<file path="config.mk">
export PLATFORM = sky130hd
export DESIGN_NAME = qspi_fetch_cache
export DESIGN_NICKNAME = d
export VERILOG_FILES = /design/src/rtl/qspi_fetch_cache.sv
export SDC_FILE = /design/constraint.sdc
export NUM_CORES = 1
export LEC_CHECK = 0
export CAP_MARGIN = 20
export CORE_ASPECT_RATIO = 1.75
export CORE_UTILIZATION = 50
export DETAILED_ROUTE_END_ITERATION = 10
export HOLD_SLACK_MARGIN = 0.03
export PLACE_DENSITY_LB_ADDON = 0.05
export RECOVER_POWER = 100
export SKIP_CTS_REPAIR_TIMING = 1
export SYNTH_ARGS = -nofsm -noshare
export SYNTH_HDL_FRONTEND = slang
export SYNTH_SLANG_ARGS = --single-unit
</file>
<file path="constraint.sdc">
create_clock -name clk -period 5.3 [get_ports clk]
set_input_delay 1.06 -clock clk [delete_from_list [all_inputs] [get_ports clk]]
set_output_delay 1.06 -clock clk [all_outputs]
set_load 0.02 [all_outputs]
</file>
<file path="src/rtl/qspi_fetch_cache.sv">
`timescale 1ns/1ps
// qspi_fetch_cache: direct-mapped, read-only, one-word-per-line cache that
// sits between the CPU fetch bus and the QSPI flash reader (rom_qspi).
// A hit answers one cycle after the request is sampled. A miss issues a single
// 32-bit read to the flash reader and answers the cycle after its ready pulse.
// Optional next-word prefetch after a miss: define QSPI_FETCH_PREFETCH_EN.
//
// state  | meaning
// IDLE   | waiting for cpu_req; captures the address
// LOOKUP | tag compare; a hit answers from here, a miss starts a flash read
// FILL   | flash read of the demand word in flight
// RESP   | cpu_rdy cycle of a miss (data latched in the fl_rdy cycle)
// PREF   | flash read of the following word in flight (prefetch builds only)

module qspi_fetch_cache #(
   parameter int AW    = 24,
   parameter int LINES = 16
) (
   input  logic          clk,
   input  logic          rst,
   input  logic          cpu_req,
   input  logic [AW-1:0] cpu_addr,
   output logic [31:0]   cpu_rdata,
   output logic          cpu_rdy,
   input  logic          inv,
   output logic [AW-1:0] fl_addr,
   output logic [1:0]    fl_bsz,
   output logic          fl_trigger,
   input  logic [31:0]   fl_rdata,
   input  logic          fl_rdy
);

   localparam int IW = $clog2(LINES);
   localparam int TW = AW - IW - 2;

`ifdef QSPI_FETCH_PREFETCH_EN
   typedef enum logic [2:0] {IDLE, LOOKUP, FILL, RESP, PREF} state_t;
`else
   typedef enum logic [2:0] {IDLE, LOOKUP, FILL, RESP} state_t;
`endif

   state_t            state;
   logic [AW-3:0]     wa_q;        // captured word address (byte address A >> 2)
   logic [LINES-1:0]  valid_q;
   logic              inv_pend;    // an invalidate landed while the read was in flight
   logic [31:0]       data_q [LINES];
   logic [TW-1:0]     tag_q  [LINES];

   logic [IW-1:0]     idx;
   logic [TW-1:0]     tag;
   logic              hit;
   logic              fill_we;

   // byte offset within the word is irrelevant to a word cache
   wire unused_byte_offset = &{1'b0, cpu_addr[1:0]};

   assign fl_bsz  = 2'b00;
   assign idx     = wa_q[IW-1:0];
   assign tag     = wa_q[AW-3:IW];
   assign hit     = valid_q[idx] && (tag_q[idx] == tag);
`ifdef QSPI_FETCH_PREFETCH_EN
   assign fill_we = ((state == FILL) || (state == PREF)) && fl_rdy;
`else
   assign fill_we = (state == FILL) && fl_rdy;
`endif

`ifdef QSPI_FETCH_PREFETCH_EN
   // following word; the word address wraps, which is A+4 mod 2^AW
   logic [AW-3:0] wa_nxt;
   logic [IW-1:0] nidx;
   logic [TW-1:0] ntag;
   logic          nhit;
   assign wa_nxt = wa_q + 1'b1;
   assign nidx   = wa_nxt[IW-1:0];
   assign ntag   = wa_nxt[AW-3:IW];
   assign nhit   = valid_q[nidx] && (tag_q[nidx] == ntag);
`endif

   // data and tag arrays: written on every completed flash read, never reset
   always_ff @(posedge clk) begin
      if (fill_we) begin
         data_q[idx] <= fl_rdata;
         tag_q[idx]  <= tag;
      end
   end

   // control FSM with registered CPU and flash-side outputs
   always_ff @(posedge clk) begin
      if (rst) begin
         state      <= IDLE;
         wa_q       <= '0;
         valid_q    <= '0;
         inv_pend   <= 1'b0;
         cpu_rdy    <= 1'b0;
         cpu_rdata  <= 32'h0;
         fl_trigger <= 1'b0;
         fl_addr    <= '0;
      end else begin
         cpu_rdy <= 1'b0;
         if (inv)
            valid_q <= '0;
         case (state)
            IDLE: begin
               if (cpu_req) begin
                  wa_q  <= cpu_addr[AW-1:2];
                  state <= LOOKUP;
               end
            end
            LOOKUP: begin
               if (hit) begin
                  cpu_rdy   <= 1'b1;
                  cpu_rdata <= data_q[idx];
                  state     <= IDLE;
               end else begin
                  fl_addr    <= {wa_q, 2'b00};
                  fl_trigger <= 1'b1;
                  inv_pend   <= 1'b0;
                  state      <= FILL;
               end
            end
            FILL: begin
               if (inv)
                  inv_pend <= 1'b1;
               if (fl_rdy) begin
                  fl_trigger <= 1'b0;
                  if (!(inv || inv_pend))
                     valid_q[idx] <= 1'b1;
                  cpu_rdy   <= 1'b1;
                  cpu_rdata <= fl_rdata;
                  state     <= RESP;
               end
            end
            RESP: begin
`ifdef QSPI_FETCH_PREFETCH_EN
               if (!nhit) begin
                  wa_q       <= wa_nxt;
                  fl_addr    <= {wa_nxt, 2'b00};
                  fl_trigger <= 1'b1;
                  inv_pend   <= 1'b0;
                  state      <= PREF;
               end else begin
                  state <= IDLE;
               end
`else
               state <= IDLE;
`endif
            end
`ifdef QSPI_FETCH_PREFETCH_EN
            PREF: begin
               // a waiting cpu_req is picked up in IDLE once this fill lands
               if (inv)
                  inv_pend <= 1'b1;
               if (fl_rdy) begin
                  fl_trigger <= 1'b0;
                  if (!(inv || inv_pend))
                     valid_q[idx] <= 1'b1;
                  state <= IDLE;
               end
            end
`endif
            default: state <= IDLE;
         endcase
      end
   end

endmodule

</file>
==> flow_summary.json, run 1 <==
{
  "layout_common_cells": "edfxtp_1, mux4_2, nor2_1",
  "syn_inst": 1836,
  "drive_gt1_share_pct": 20.5,
  "crit_buf_inv": 2,
  "grt_max_degree": 74,
  "ys_warn_count": 0,
  "fillers": 5234,
  "yosysUniqueCellTypes": 52,
  "status": "finished with violations",
  "antenna_found_initial": 4,
  "synth_edf_count": 800,
  "synth-main-ff-cell": "edfxtp_1",
  "worstSetupPathType": "input pin to flip-flop",
  "dpl-instance-area_um2": 38000,
  "final_util_pct": 57.6,
  "cp_max_fo": 39,
  "io_buffers": 114,
  "finalHoldViolCount": 0,
  "crit_path_max_incr_delay_ps": 1440,
  "tns_ps": 0,
  "final_common_cell": "edfxtp_1",
  "cts_max_path_buffers": 3,
  "via_per_inst": 6.11,
  "maxSlewHeadroom_pct": -114,
  "crit_path_end_kind": "flip-flop",
  "grt_overflow_total": 0,
  "startpoint_type": "input pin",
  "clock_latency_ps": 640,
  "ys_seq_area_share_pct": 73.4,
  "hold_class": "flip-flop to flip-flop",
  "p_total_mw": 17.5,
  "clock_skew_ps": 27.3,
  "cts_sinks": 901,
  "worstHoldStart": "fl_addr[21]",
  "slowest_stage": "clkbuf_2",
  "drv_cap": 19,
  "clkSlewWorstSetupHoldPaths_ps": 60,
  "rr_worst_depth": 7,
  "layout_setup_ws_ps": 561,
  "first_iter_violations": 1391,
  "power_density_nw_per_um2": 433,
  "multiInputGateArea_um2": 8760,
  "pin_count": 121,
  "nNetsFinal": 2038,
  "wl_um": 86000,
  "rows": 128,
  "crit_chain": "dlygate4sd3_1 -> nand4b_1 -> nor2_1 -> clkbuf_2",
  "cts_buffers": 79,
  "die-area_um2": 72100,
  "place_worst_setup_slack_ps": 782,
  "min_to": "fl_addr[21]",
  "rsz0062_at_grt": "false",
  "finalSetupViolCount": 0,
  "track_usage_pct": 24.5,
  "finalMaxSlewViolations": 589,
  "cts_tree": "yes",
  "regToRegSetupSlack_ps": 590,
  "period_share_pct": 89.4,
  "p_leak_nw": 12.6,
  "ys_ff_latch": 901,
  "wl_per_cell_um": 29.2,
  "avgSynthCellArea_um2": 19.3,
  "die_w_um": 203,
  "final_cell_area_um2": 40300,
  "grt_pass1_wl_um": 127000,
  "post-dp-hpwl_um": 46200,
  "cp.required_ps": 5510,
  "vias": 18019,
  "cts_max_level": 3,
  "area_growth_pct": 13.6,
  "seqCellArea_um2": 26100,
  "place_congestion": 0.744,
  "grt_pass1_vias": 18846,
  "start_util_pct": 50.7,
  "drtPass1Iterations": 5,
  "vdd_drop_max_v": 0.000254,
  "die_y_um": 354,
  "syn_area_um2": 35500,
  "async_reset_ff_share_pct": 0,
  "coreArea_um2": 70000,
  "path_delay_family": "buffers and inverters",
  "fmax_mhz": 211,
  "regToRegEndpoint": "fl_trigger",
  "violations": "capacitance limit, slew limit",
  "critPathArrivalTime_ps": 4950,
  "post-route-drc-count": 0,
  "min_period_ps": 4740,
  "root_buffer": "clkbuf_16",
  "hold-path-cell-count": 2,
  "tightest_slew_ps": 3190,
  "detail-route-antenna-nets": 0
}
[state kept, by name, summed over array words and instances, names as in the netlist, named ones only]
signal	count
wa_q	22
tag_q	288
state	2
valid_q	16
cpu_rdy	1
fl_addr	22
fl_trigger	1
cpu_rdata	32
inv_pend	1
data_q	512
[tightest hold or removal path, stage by stage (launching register included)]
cell	delay, ps
dfxtp_1	310
nand2b_1	60
mux2i_1	50
[cell usage after synthesis (all sizes together) (32+ instances only)]
cell type | n | area share (%)
edfxtp | 800 | 68
mux4 | 234 | 15
nor2 | 139 | 1.5
dfxtp | 101 | 5.7
clkbuf | 67 | 0.71
mux2i | 64 | 1.8
buf | 56 | 0.99
nand2 | 56 | 0.59
nand2b | 51 | 0.90
inv | 40 | 0.42
a21oi | 37 | 0.52
a311oi | 33 | 0.81
o22a | 32 | 0.79
o41ai | 32 | 0.79
[through the flow]
step | hold WS, ps | instances
after floorplan | 431 | 1839
final | 471 | 2948
after global placement | 443 | 2800
after detailed placement | 463 | 2800
after CTS | 476 | 2945
after global routing | 488 | 2948
[final cells by class]
| cell class | count | share of cell area (%) |
|---|---|---|
| Antenna cell | 1 | 0.00621 |
| Clock buffer | 106 | 5.45 |
| Timing Repair Buffer | 176 | 4.04 |
| Clock inverter | 39 | 0.949 |
| Inverter | 41 | 0.382 |
| Multi-Input combinational cell | 774 | 21.7 |
| Tap cell | 910 | 2.82 |
| Sequential cell | 901 | 64.6 |
[cells by family (layout without fill, tap and decap cells)]
group                    Yosys count  in the layout  synth area share [%]
AND/OR/NAND/NOR                  287            287                  3.65
AO/OA/AOI/OAI                    160            160                  3.50
buffers and inverters            164            362                  2.13
XOR/XNOR                          18             18                 0.444
multiplexers                     301            301                  16.8
adder cells (fa/ha/maj)            4              4                 0.141
other                              1              5                0.0106
flip-flops                       901            901                  73.4
[worst max path at each step]
| stage | from | endpoint | slack [ps] | cells after the start |
|---|---|---|---|---|
| 6_report | fl_rdy | data_q[5][13] | 560 | 4 |
| 5_1_grt | flip-flop | fl_trigger | 390 | 7 |
| 4_1_cts | flip-flop | fl_trigger | 750 | 8 |
| 3_5_place_dp | flip-flop | fl_addr[18] | 780 | 8 |
| 3_3_place_gp | flip-flop | fl_trigger | 800 | 8 |
| 2_1_floorplan | fl_rdy | data_q[3][0] | 80 | 2 |
[layer usage]
metal | part of all wire (%) | track usage, % | routed length (um)
met1 | 39 | 30.9 | 33800
met2 | 54 | 44.3 | 46300
met3 | 4.5 | 3.21 | 3910
met4 | 2.3 | 6.72 | 1950
met5 | 0.030 | 0 | 26
[report_power, final]
group | internal, mW | switching, mW | leakage [nW]
logic | 1.40 | 1.80 | 3.25
registers | 8.08 | 0.387 | 8.08
clock network | 3.27 | 2.54 | 1.28
total | 12.7 | 4.72 | 12.6
Note: power is estimated with default switching activity, not from simulation.
==> run 2: changes to the inputs <==
--- a/config.mk
+++ b/config.mk
@@ -9,6 +9,7 @@
 export CORE_ASPECT_RATIO = 1.75
 export CORE_UTILIZATION = 50
 export DETAILED_ROUTE_END_ITERATION = 10
+export GPL_TIMING_DRIVEN = 0
 export HOLD_SLACK_MARGIN = 0.03
 export PLACE_DENSITY_LB_ADDON = 0.05
 export RECOVER_POWER = 100
@@ -16,3 +17,4 @@
 export SYNTH_ARGS = -nofsm -noshare
 export SYNTH_HDL_FRONTEND = slang
 export SYNTH_SLANG_ARGS = --single-unit
+export TNS_END_PERCENT = 20
==> run 2 against run 1 <==
Effect of this change: the run still ends with capacitance limit, slew limit left; clock-buffer cell count decreased by 2; total power up 2.8%; worst setup slack worse by 420 ps; final cell count grew 4.0%; final area up 2.0%; wire length increased by 7.6%.
==> flow_summary.json, run 2 (same netlist as run 1, synthesis figures left out) <==
{
  "cp.required_ps": 5630,
  "cts_tree": "yes",
  "crit_start": "fl_rdy",
  "die_w_um": 203,
  "start_util_pct": 50.7,
  "hold_class": "flip-flop to flip-flop",
  "clock_skew_ps": 25.0,
  "post-dp-hpwl_um": 62300,
  "grt_max_degree": 24,
  "rows": 128,
  "cp_max_fo": 15,
  "regToRegSetupSlack_ps": 290,
  "cts_max_level": 3,
  "via_per_inst": 6.05,
  "place_congestion": 0.826,
  "largest_reg_flops": 512,
  "root_buffer": "clkbuf_16",
  "finalMaxSlewViolations": 257,
  "crit_chain": "dlygate4sd3_1 -> nand2_1 -> clkbuf_1 -> nor2_1 -> nand2_1 -> nor2_2 -> buf_12 -> clkbuf_2 -> buf_16",
  "vdd_drop_max_v": 0.000283,
  "coreArea_um2": 70000,
  "critPathArrivalTime_ps": 5490,
  "p_sw_mw": 4.90,
  "power.internal_mw": 13.1,
  "cts_sinks": 901,
  "seqCellArea_um2": 26000,
  "finalSetupViolCount": 0,
  "tns_ps": 0,
  "pin_count": 121,
  "rr_worst_depth": 13,
  "detail-route-antenna-nets": 0,
  "clock_latency_ps": 640,
  "p_leak_nw": 13.0,
  "final_util_pct": 58.8,
  "first_iter_violations": 1568,
  "p_clk_share_pct": 33.8,
  "path_common_cell": "nand2_1",
  "fmax_mhz": 194,
  "grt_overflow_total": 0,
  "hold-path-cell-count": 2,
  "worstSetupPathType": "input pin to flip-flop",
  "clkSlewWorstSetupHoldPaths_ps": 60,
  "grt_pass1_vias": 19547,
  "drtPass1Iterations": 5,
  "startpoint_type": "input pin",
  "die_y_um": 354,
  "drive_gt1_share_pct": 20.0,
  "fillers": 5134,
  "slowest_stage": "nor2_2",
  "grt_pass1_wl_um": 134000,
  "cts_max_path_buffers": 3,
  "die-area_um2": 72100,
  "drv_cap": 15,
  "comb_power_share_pct": 19.5,
  "top_register": "data_q",
  "worstHoldStart": "fl_addr[13]",
  "top_regs": "data_q (512), tag_q (288), cpu_rdata (32)",
  "multiInputGateArea_um2": 8740,
  "antenna_found_initial": 6,
  "cts_buffers": 79,
  "post-route-drc-count": 0,
  "crit_path_max_incr_delay_ps": 1150,
  "nNetsFinal": 2156,
  "switching_share_pct": 27.3,
  "tightest_slew_ps": 2700,
  "wl_um": 92500,
  "status": "finished with violations",
  "finalHoldViolCount": 0,
  "wl_per_cell_um": 30.2,
  "violations": "capacitance limit, slew limit",
  "final_common_cell": "edfxtp_1",
  "io_buffers": 114,
  "area_growth_pct": 15.8,
  "vias": 18553,
  "period_share_pct": 97.4,
  "maxSlewHeadroom_pct": -80.8,
  "rsz0062_at_grt": "false",
  "min_period_ps": 5160,
  "layout_common_cells": "edfxtp_1, mux4_2, nor2_1",
  "crit_path_end_kind": "flip-flop",
  "seq_power_share_pct": 46.6,
  "track_usage_pct": 26.4,
  "power_density_nw_per_um2": 437
}
run 2: path summary, 6_finish.rpt:
path | to
min reg2reg | fl_addr[13]
max reg2reg | fl_trigger
max | data_q[10][15]
min | fl_addr[13]
run 2: layout make-up:
cell class,count,area share [%]
sequential,901,63.3
multi-input combinational,774,21.2
clock buffer,104,5.36
timing repair buffer,171,4.23
tap,910,2.77
buffer,123,1.44
clock inverter,41,1.23
inverter,41,0.374
antenna,2,0.0122
run 2: layer usage:
layer	vias to the layer above	share of wire, %	track usage [%]
met4	0	3.6	9.95
li1	7944	-	-
met1	9760	36	31.2
met2	690	55	48.6
met3	159	5.4	3.32
met5	-	0	0
run 2: metrics by stage:
stage	power [mW]	hold WS [ps]	setup WS (ps)	std cells	instance area (um2)
floorplan	10.7	431	-259	1839	35500
CTS	18.2	470	9.98	3063	41600
global placement	12.0	444	-6790	2863	37800
finish	18.0	471	139	3067	41100
detailed placement	12.1	454	74.1	2918	38800
global route	18.6	486	147	3066	41100
run 2: power by group through the flow:
stage | clock [mW] | combinational, mW | sequential (mW)
after floorplan | 0 | 2.07 | 8.61
after global placement | 0 | 3.51 | 8.53
after detailed placement | 0 | 3.61 | 8.54
after CTS | 6.17 | 3.63 | 8.38
after global routing | 6.40 | 3.75 | 8.41
final | 6.08 | 3.51 | 8.38
run 2: worst max-delay path: cells and delay by family:
family | cells | cell delay, ps
simple gates | 4 | 2170
buf+inv | 5 | 2200
